File: config.mk
export PLATFORM = sky130hd
export DESIGN_NAME = rv32i_seq_ctrl
export DESIGN_NICKNAME = d
export VERILOG_FILES = /design/src/rtl/rv32i_seq_ctrl.sv
export SDC_FILE = /design/constraint.sdc
export NUM_CORES = 1
export LEC_CHECK = 0
export ABC_CLOCK_PERIOD_IN_PS = 4800
export CAP_MARGIN = 5
export CORE_AREA = 2 2 131 133
export CTS_CLUSTER_SIZE = 14
export DETAILED_ROUTE_END_ITERATION = 7
export DIE_AREA = 0 0 133 135
export GPL_TIMING_DRIVEN = 1
export HOLD_SLACK_MARGIN = 0.08
export PLACE_DENSITY = 0.61
export SLEW_MARGIN = 20
export SYNTH_ARGS = -nofsm -noshare
export SYNTH_HDL_FRONTEND = slang
export SYNTH_SLANG_ARGS = --single-unit
File: constraint.sdc
create_clock -name clk -period 4.8 [get_ports clk]
set_clock_uncertainty 0.2 [all_clocks]
set_input_delay 0.48 -clock clk [delete_from_list [all_inputs] [get_ports clk]]
set_output_delay 0.48 -clock clk [all_outputs]
set_load 0.01 [all_outputs]
File: src/rtl/rv32i_seq_ctrl.sv
// rtl/rv32i_seq_ctrl.sv - multi-cycle RV32I sequencer: owns pc, steps F/D/E/M/W, gates memory and regfile enables
module rv32i_seq_ctrl #(
  parameter logic [31:0] RESET_PC = 32'h0000_0000,
  parameter int          MAX_WAIT = 16
) (
  input  logic        clk,
  input  logic        rst,
  input  logic        start,
  input  logic        halt,
  input  logic        imem_ready,
  input  logic        dmem_ready,
  input  logic        branch,
  input  logic        jump,
  input  logic        zero,
  input  logic        mem_read,
  input  logic        mem_write,
  input  logic        reg_write,
  input  logic [31:0] imm,
  output logic [31:0] pc,
  output logic        imem_req,
  output logic        ir_load,
  output logic        dmem_re,
  output logic        dmem_we,
  output logic        reg_we,
  output logic        busy,
  output logic        timeout_err,
  output logic [31:0] retired
);

  typedef enum logic [2:0] {
    S_IDLE, S_FETCH, S_DECODE, S_EXECUTE, S_MEMORY, S_WRITEBACK
  } state_t;

  localparam logic [7:0] LP_MAX_WAIT = 8'(MAX_WAIT);

  state_t      r_state;
  state_t      w_next;
  logic [7:0]  r_wait;
  logic        r_halt;
  logic        r_timeout;
  logic [31:0] r_pc;
  logic [31:0] r_retired;
  logic        w_waiting;
  logic        w_expired;
  logic        w_taken;
  logic [31:0] w_pc_target;
  logic [31:0] w_pc_new;

  // r_wait counts earlier not-ready cycles, so expiry fires on the MAX_WAIT-th one
  assign w_waiting   = ((r_state == S_FETCH) && !imem_ready) ||
                       ((r_state == S_MEMORY) && !dmem_ready);
  assign w_expired   = w_waiting && ((r_wait + 8'd1) == LP_MAX_WAIT);
  assign w_taken     = jump || (branch && zero);
  assign w_pc_target = w_taken ? (r_pc + imm) : (r_pc + 32'd4);
  assign w_pc_new    = w_pc_target & ~32'd3;

  always_ff @(posedge clk or negedge rst) begin
    if (!rst) begin
      r_state <= S_IDLE;
    end else begin
      r_state <= w_next;
    end
  end

  always_comb begin
    w_next = r_state;
    case (r_state)
      S_IDLE:      if (start && !r_timeout) w_next = S_FETCH;
      S_FETCH:     if (imem_ready) w_next = S_DECODE;
                   else if (w_expired) w_next = S_IDLE;
      S_DECODE:    w_next = S_EXECUTE;
      S_EXECUTE:   w_next = (mem_read || mem_write) ? S_MEMORY : S_WRITEBACK;
      S_MEMORY:    if (dmem_ready) w_next = S_WRITEBACK;
                   else if (w_expired) w_next = S_IDLE;
      S_WRITEBACK: w_next = (r_halt || halt) ? S_IDLE : S_FETCH;
      default:     w_next = S_IDLE;
    endcase
  end

  always_comb begin
    imem_req = 1'b0;
    ir_load  = 1'b0;
    dmem_re  = 1'b0;
    dmem_we  = 1'b0;
    reg_we   = 1'b0;
    busy     = (r_state != S_IDLE);
    case (r_state)
      S_FETCH: begin
        imem_req = 1'b1;
        ir_load  = imem_ready;
      end
      // a simultaneous read and write request is treated as a store
      S_MEMORY: begin
        dmem_re = mem_read && !mem_write;
        dmem_we = mem_write;
      end
      S_WRITEBACK: reg_we = reg_write;
      default: ;
    endcase
  end

  always_ff @(posedge clk or negedge rst) begin
    if (!rst) begin
      r_wait    <= 8'd0;
      r_halt    <= 1'b0;
      r_timeout <= 1'b0;
      r_pc      <= RESET_PC;
      r_retired <= 32'd0;
    end else begin
      r_wait <= (w_waiting && !w_expired) ? (r_wait + 8'd1) : 8'd0;
      if (w_expired) begin
        r_timeout <= 1'b1;
      end
      if ((r_state != S_IDLE) && (w_next == S_IDLE)) begin
        r_halt <= 1'b0;
      end else if ((r_state != S_IDLE) && halt) begin
        r_halt <= 1'b1;
      end
      if (r_state == S_WRITEBACK) begin
        r_pc      <= w_pc_new;
        r_retired <= r_retired + 32'd1;
      end
    end
  end

  assign pc          = r_pc;
  assign retired     = r_retired;
  assign timeout_err = r_timeout;

endmodule

### Word level (Yosys, flattened, before mapping)

Index checks and enable logic that the tools add are counted.

| storage, ports and cells | value |
|---|---|
| register bits | 75 |
| input bits | 44 |
| output and inout bits | 71 |
| word-level logic and storage cells | 54 |

| operators by class | value |
|---|---|
| add/subtract/negate cells | 4 |
| equality and inequality tests | 6 |
| mux-type cells | 16 |
| reduce and logical (&&, ||, !) cells | 22 |

Operators by type and width:

| kind | count |
|---|---|
| adder 32 x 1 -> 32 bit (second input constant) | 1 |
| adder 32 x 3 -> 32 bit (second input constant) | 1 |
| adder 32 bit | 1 |
| 2-to-1 mux 32 bit | 1 |
| one-hot mux 3 bit (6 select lines) | 1 |
| 2-to-1 mux 3 bit | 4 |
| logical AND 1 bit | 9 |
| 2-to-1 mux 1 bit | 9 |
| adder 8 x 1 -> 8 bit (second input constant) | 1 |
| equality test 8 x 5 -> 1 bit (second input constant) | 1 |
| 2-to-1 mux 8 bit | 1 |
| equality test 3 x 2 -> 1 bit (second input constant) | 2 |
| equality test 3 bit (second input constant) | 2 |
| zero test 3 bit | 2 |
| zero test 1 bit | 5 |
| logical OR 1 bit | 4 |
| equality test 3 x 1 -> 1 bit (second input constant) | 1 |
| nonzero test 3 bit | 1 |
| nonzero test 2 bit | 1 |

### Longest topological paths before layout

Gate-level depths: netlist of run 1.

| depth | value |
|---|---|
| depth after elaboration | 10 |
| gate-level depth with buffers | 14 |
| gate-level depth less buffers | 13 |

### Worst setup path before layout of run 1

No wires, ideal clock.

| path | value |
|---|---|
| path kind | input to register |
| start | input port branch |
| end | register r_pc[27], in the netlist pc[27] |
| setup time | 0.129 ns |
| data arrival time | 2.993 ns |
| data required time | 4.471 ns |
| slack | 1.478 ns |
| cell stages on the path | 13 |
| path buffers | 2 |
| cells stage by stage | a21o_1 > clkbuf_1 > clkbuf_1 > and2_1 > ha_1 > a21oi_2 > o21ai_0 > a221o_1 > or3_1 > o211ai_2 > a311o_1 > xor2_1 > o21ai_1 |

| between the ends | value |
|---|---|
| cells in the longest elaborated chain, start to end | 3 |

RTL lines:

| element | line | source |
|---|---|---|
| from (decl) | 12 | `input logic branch,` |
| logical AND 1 bit | 53 | `assign w_taken = jump \|\| (branch && zero);` |
| logical OR 1 bit | 53 |  |
| 2-to-1 mux 32 bit | 54 | `assign w_pc_target = w_taken ? (r_pc + imm) : (r_pc + 32'd4);` |
| to (signal assigned) | 120 | `r_pc <= w_pc_new;` |
| to (decl) | 41 | `logic [31:0] r_pc;` |

No other way between the ends.
A chain may end at the register's enable or synchronous reset.

### Final worst setup path of run 1

| path | value |
|---|---|
| start | input port branch |
| end | register r_pc[30], in the netlist pc[30] |

Same word-level chain as after synthesis.

==> results of run 1 <==
[critical path, delay by kind of cell]
family | cells | cell delay, ns
adder cells (fa/ha/maj) | 1 | 0.47
buffers and inverters | 1 | 0.45
AO/OA/AOI/OAI | 7 | 2.07
AND/OR/NAND/NOR | 2 | 0.39
XOR/XNOR | 1 | 0.14
[sequential cells by signal (all words and copies together), names as in the netlist]
signal	count
pc	30
r_halt	1
r_state	3
r_wait	8
retired	32
timeout_err	1
[Yosys cell counts, types with 14 or more instances]
| master | instances | area [µm²] |
|---|---|---|
| a21o_1 | 14 | 105 |
| a21oi_1 | 21 | 105 |
| and2_1 | 33 | 206 |
| clkbuf_1 | 14 | 52.6 |
| dfrtp_1 | 75 | 1880 |
| ha_1 | 31 | 388 |
| nand2_1 | 71 | 267 |
| nand3_1 | 25 | 125 |
| nor2_1 | 41 | 154 |
| o21ai_0 | 37 | 185 |
| xnor2_1 | 33 | 289 |
| xor2_1 | 25 | 219 |
[placed cells by master, fill, tap and decap left out, types with 3 or more instances in the layout]
cell type / Yosys / layout
clkdlybuf4s50_1: 0 / 109
dfrtp_1: 75 / 75
nand2_1: 71 / 71
nor2_1: 41 / 41
o21ai_0: 37 / 37
and2_1: 33 / 33
xnor2_1: 33 / 33
ha_1: 31 / 31
nand3_1: 25 / 25
xor2_1: 25 / 25
a21oi_1: 21 / 21
a21o_1: 14 / 14
inv_1: 13 / 13
nand2b_1: 10 / 10
nor3_1: 9 / 9
clkbuf_16: 0 / 9
nor3b_1: 6 / 6
nand4_1: 6 / 6
and3_1: 6 / 6
a211oi_1: 6 / 6
or3_1: 4 / 4
o21bai_1: 4 / 4
o21a_1: 4 / 4
o21ai_1: 4 / 4
a221oi_1: 3 / 3
o211ai_1: 3 / 3
o2111ai_1: 3 / 3
o31ai_1: 3 / 3
clkinv_4: 0 / 3
[worst max path at each step]
stage	to	slack (ns)	cells past startpoint
after global placement	pc[30]	0.45	12
after detailed placement	pc[30]	0.42	12
after CTS	pc[30]	0.80	12
final	pc[30]	0.79	12
after global routing	pc[30]	0.44	12
after floorplan	pc[27]	1.48	13
[where the power goes]
part           leakage (nW)  switching [mW]  internal [mW]  total, mW
logic                  1.75           0.886          0.832       1.72
registers             0.981           0.173          0.794      0.966
clock network         0.137           0.296          0.356      0.652
[cell families (layout without fill, tap and decap cells)]
group | after synthesis | count (layout) | synth area share (%)
AND/OR/NAND/NOR | 230 | 230 | 24.4
AO/OA/AOI/OAI | 117 | 117 | 15.5
flip-flops | 75 | 75 | 38.5
XOR/XNOR | 58 | 58 | 10.4
adder cells (fa/ha/maj) | 32 | 32 | 8.36
buffers and inverters | 30 | 141 | 2.46
multiplexers | 2 | 2 | 0.410
other | 1 | 3 | 0.0768
[metrics by stage]
| step | setup WS (ns) | utilization, % | hold slack (ns) | cell area, µm² |
|---|---|---|---|---|
| global placement | 0.452 | 37.7 | 0.247 | 6190 |
| CTS | 0.795 | 39.4 | 0.155 | 6470 |
| floorplan | 1.48 | - | -0.0156 | 4880 |
| global route | 0.442 | 39.5 | 0.304 | 6490 |
| detailed placement | 0.420 | 37.7 | 0.259 | 6190 |
| finish | 0.792 | 39.5 | 0.259 | 6490 |
[per-layer routing]
| layer | part of all wire (%) | track usage, % |
|---|---|---|
| met2 | 46 | 22.2 |
| met4 | 1.9 | 5.73 |
| met5 | 0 | 0 |
| met1 | 47 | 18.4 |
| met3 | 4.7 | 3.49 |
[what timing repair did]
| item | in CTS | in global routing |
|---|---|---|
| buffers inserted | 0 | 0 |
| hold buffers | 0 | 1 |
| hold endpoints to repair | 0 | 75 |
| setup endpoints to repair | 0 | 0 |
[final cells by class]
class | instances | area share (%)
timing repair buffer | 112 | 17.3
inverter | 13 | 0.752
multi-input combinational | 441 | 44.5
clock inverter | 6 | 0.752
clock buffer | 10 | 3.53
tap | 220 | 4.24
sequential | 75 | 28.9
antenna | 1 | 0.0386
==> results.ini, run 1 <==
[timing]
worstMarginPinSlew_ns=0.917
rsz0062_at_grt=false
max_slew_margin_pct=38.9
layout_min_cycle_time_ns=4.01
finalSetupViolCount=0
period_share_pct=83.5
drv_slew=0
fmax_ghz=0.249
timing.setup.tns_ns=0
hold_violations=0

[worst_setup_path]
crit_path_top_delay_cell=a21o_1
r2r_slack_ns=1.73
worstPathCellList=clkdlybuf4s50_1 > a21o_1 > nand2_1 > fa_1 > nand2b_1 > a21oi_1 > o2111ai_1 > a31oi_1 > a211oi_1 > a21oi_1 > xnor2_1 > o21ai_1
cpMostUsedCell=a21oi_1
r2r_start=pc[2]
crit_type=input port to flop
reg2reg_to=pc[30]
start_kind=input port
critPathRequiredTime_ns=4.80
critPathLaunch=branch
cp.arrival_ns=4.01
r2r_cells=11
worstSetupEndpointType=flop
path_max_fanout=31
critPathMaxStageDelay_ns=0.72

[power_and_ir_drop]
powerDensity_nw_per_um2=514
ir_drop_uv=158
p_leak_nw=2.87
power.total_mw=3.34

[synthesis]
synth_cells=545
async_flop_share_pct=100
synth-edff-count=0
synth_cell_types=57
synth_warnings=0
ys.flop_type=dfrtp_1
yosysSeqAreaShare_pct=38.5
ys_ff_latch=75
avgSynthCellArea_um2=8.95
syn_area_um2=4880

[min_path]
worstHoldPathType=flop to flop
worstHoldStart=r_wait[0]
hold_path_end=r_wait[0]
hold_depth=1

[clock_tree]
cts_root_buf=clkbuf_16
ctsResizeCount=0
cts_tree=built
clk_transition_reported_paths_ns=0.06
cts.sinks=75
clk-insertion-delay-late_ns=0.35
clockBufferDepth=2
numCtsBuffers=9
cts.htree.levels=3

[drt]
drc=0
drt_iter0_drc=251
firstDrtPassIters=5
viasPerCell=4.79
wl_per_cell_um=14.0
ant_nets=0
dr_total_vias=4204
routed_wl_um=12300

[global_routing]
grt_use_total_pct=14.0
grt_pass1_vias=4082
grt-ovfl-total=0
antenna_found_initial=1
grt_pass1_wl_um=20200
grt_max_degree=76

[placed_design]
place.gp.congestion=0.758
dp.cells=860
port_buffers=110
dp_hpwl_um=9100

[floorplanning]
die_y_um=135
initial_core_util_pct=29.7
core-area_um2=16400
rows=47
ios=115
die_w_um=133
dieArea_um2=18000

[cells_and_area]
seq_area_um2=1880
area_growth_pct=32.9
layout.cells.non_filler=878
multi_input_area_um2=2890
nets=728
nFillCells=1598
drive_gt1_share_pct=4.87

[outcome]
status=finished, final reports clean

[flow_run]
maxCapViolations=0

Note: power is estimated with default switching activity, not from simulation.
==> run 2: changes to the inputs <==
--- a/config.mk
+++ b/config.mk
@@ -5,7 +5,7 @@
 export SDC_FILE = /design/constraint.sdc
 export NUM_CORES = 1
 export LEC_CHECK = 0
-export ABC_CLOCK_PERIOD_IN_PS = 4800
+export ABC_CLOCK_PERIOD_IN_PS = 3900
 export CAP_MARGIN = 5
 export CORE_AREA = 2 2 131 133
 export CTS_CLUSTER_SIZE = 14
==> constraint.sdc (replaced) <==
create_clock -name clk -period 3.9 [get_ports clk]
set_clock_uncertainty 0.2 [all_clocks]
set_input_delay 0.39 -clock clk [delete_from_list [all_inputs] [get_ports clk]]
set_output_delay 0.39 -clock clk [all_outputs]
set_load 0.01 [all_outputs]
==> run 2 against run 1 <==
Against the previous run: final area grew 1.2%; non-clock buffer count increased by 9; core utilization is 0.46 points higher; sequential share of layout area shrank 0.33 points; critical endpoint is now pc[27]; clock-buffer cell count is the same; sequential power rose by 23%; die area unchanged; flip-flop and latch count unchanged; critical path depth increased by 1; via count up 1.6%; largest power group unchanged; hold slack improved by 0.0046 ns; clock power grew 25%.
==> results.ini, run 2 (same netlist as run 1, synthesis figures left out) <==
[worst_setup_path]
critical_path_buf_inv_count=2  ; +1
path_max_fanout=15  ; -52%
crit_family=compound AO/OA/AOI/OAI gates
critPathMaxStageDelay_ns=0.40  ; -0.32 ns
worstSetupEndpointType=flop
r2r_slack_ns=0.90  ; -0.83 ns
reg2reg_to=pc[30]
r2r_cells=11  ; unchanged
r2r_start=pc[2]
worstPathCellList=clkdlybuf4s50_1 > a21o_1 > buf_4 > and2_1 > ha_1 > a21oi_1 > nand2_1 > a221o_1 > or3_1 > o211ai_2 > a311o_1 > xor2_1 > o21ai_1
start_kind=input port
critPathRequiredTime_ns=3.90  ; -0.90 ns
crit_path_top_delay_cell=clkdlybuf4s50_1
crit_type=input port to flop
cp.arrival_ns=3.55  ; -0.46 ns

[drt]
firstDrtPassIters=6  ; +1
drc=0  ; unchanged
wl_per_cell_um=13.9  ; -0.30%
drt_iter0_drc=259  ; +3.2%
dr_total_vias=4271  ; +1.6%
routed_wl_um=12300  ; +0.72%
ant_nets=0  ; unchanged
viasPerCell=4.82  ; +0.56%

[global_routing]
grt-ovfl-total=0  ; unchanged
grt_pass1_vias=4205  ; +3.0%
grt_use_total_pct=14.2  ; +0.15 points
grt_max_degree=76  ; unchanged
grt_pass1_wl_um=20500  ; +1.5%
antenna_found_initial=1  ; unchanged

[timing]
drv_slew=0  ; unchanged
period_share_pct=90.9
max_slew_margin_pct=52.2  ; +13 points
worstMarginPinSlew_ns=0.716  ; -0.201 ns
hold_violations=0  ; unchanged
timing.setup.tns_ns=0  ; unchanged
rsz0062_at_grt=false
layout_min_cycle_time_ns=3.55
fmax_ghz=0.282
finalSetupViolCount=0  ; unchanged

[placed_design]
dp_hpwl_um=9410  ; +3.5%
place.gp.congestion=0.773  ; +2.1%
port_buffers=110  ; unchanged

[power_and_ir_drop]
ir_drop_uv=231  ; +46%
power.total_mw=4.16  ; +25%
powerDensity_nw_per_um2=634  ; +23%
p_leak_nw=2.91  ; +1.5%

[clock_tree]
clk_transition_reported_paths_ns=0.06  ; about the same
numCtsBuffers=9  ; unchanged
clockBufferDepth=2  ; unchanged
cts.sinks=75  ; unchanged
clk-insertion-delay-late_ns=0.34  ; about the same
cts_root_buf=clkbuf_16
cts_tree=built
cts.htree.levels=3  ; unchanged

[cells_and_area]
area_growth_pct=34.5
final_common_cell=clkdlybuf4s50_1
layout_common_cells=clkdlybuf4s50_1 (109), dfrtp_1 (75), nand2_1 (71), nor2_1 (41), o21ai_0 (37)
nets=737  ; +1.2%
drive_gt1_share_pct=6.31  ; +1.4 points
nFillCells=1635  ; +2.3%
largest_reg_flops=32  ; unchanged

[min_path]
hold_path_end=retired[31]
worstHoldStart=retired[31]
worstHoldPathType=flop to flop
hold_depth=1  ; unchanged

[floorplanning]
die_y_um=135  ; unchanged
die_w_um=133  ; unchanged
ios=115  ; unchanged
rows=47  ; unchanged
initial_core_util_pct=29.7  ; unchanged
core-area_um2=16400  ; unchanged
dieArea_um2=18000  ; unchanged

[flow_run]
maxCapViolations=0  ; unchanged

[outcome]
status=finished, final reports clean

run 2: cell count changes in the layout (fill, tap and decap cells not counted), sizes merged:
cell,delta
buf,+9
clkinv,-2
clkinvlp,+2
run 2: worst max path at each step:
| stage | cells past startpoint | endpoint | from |
|---|---|---|---|
| CTS | 13 | pc[27] | branch |
| detailed placement | 13 | pc[27] | branch |
| global placement | 13 | pc[27] | branch |
| finish | 13 | pc[27] | branch |
| floorplan | 13 | pc[27] | branch |
| global route | 13 | pc[27] | branch |
run 2: final cells by class:
type                       instances  area [µm²]  area share, %
multi-input combinational        441        2890           44.0
sequential                        75        1880           28.6
timing repair buffer             121        1190           18.1
tap                              220         275           4.19
clock buffer                      10         239           3.64
inverter                          13        48.8          0.744
clock inverter                     6        46.3          0.705
antenna                            1        2.50         0.0381
run 2: routing by layer:
layer	global-route usage (%)	vias to the layer above	part of all wire, %
met1	18.3	2031	47
met2	23.2	74	47
li1	-	2153	-
met3	3.49	13	3.8
met5	0	-	0
met4	4.96	0	1.7
run 2: metrics by stage:
stage | cells | setup WS (ns) | util [%] | hold slack (ns) | area (µm²)
final | 887 | 0.355 | 40.0 | 0.264 | 6560
after global routing | 887 | 0.214 | 40.0 | 0.296 | 6560
after CTS | 886 | 0.371 | 40.0 | 0.270 | 6560
after detailed placement | 869 | 0.0362 | 38.2 | 0.257 | 6260
after global placement | 869 | 0.133 | 38.2 | 0.246 | 6260
after floorplan | 546 | 0.668 | - | -0.106 | 4880
run 2: report_power, final:
group | switching (mW) | leakage, nW | internal (mW)
registers | 0.213 | 0.981 | 0.977
logic | 1.11 | 1.79 | 1.05
clock network | 0.359 | 0.135 | 0.453
total | 1.68 | 2.91 | 2.48
run 2: repair_timing:
| item | in CTS | in global routing |
|---|---|---|
| gates resized for setup | 0 | 0 |
| setup buffers | 0 | 0 |
| hold buffers | 1 | 0 |
| endpoints found under the hold margin | 59 | 0 |
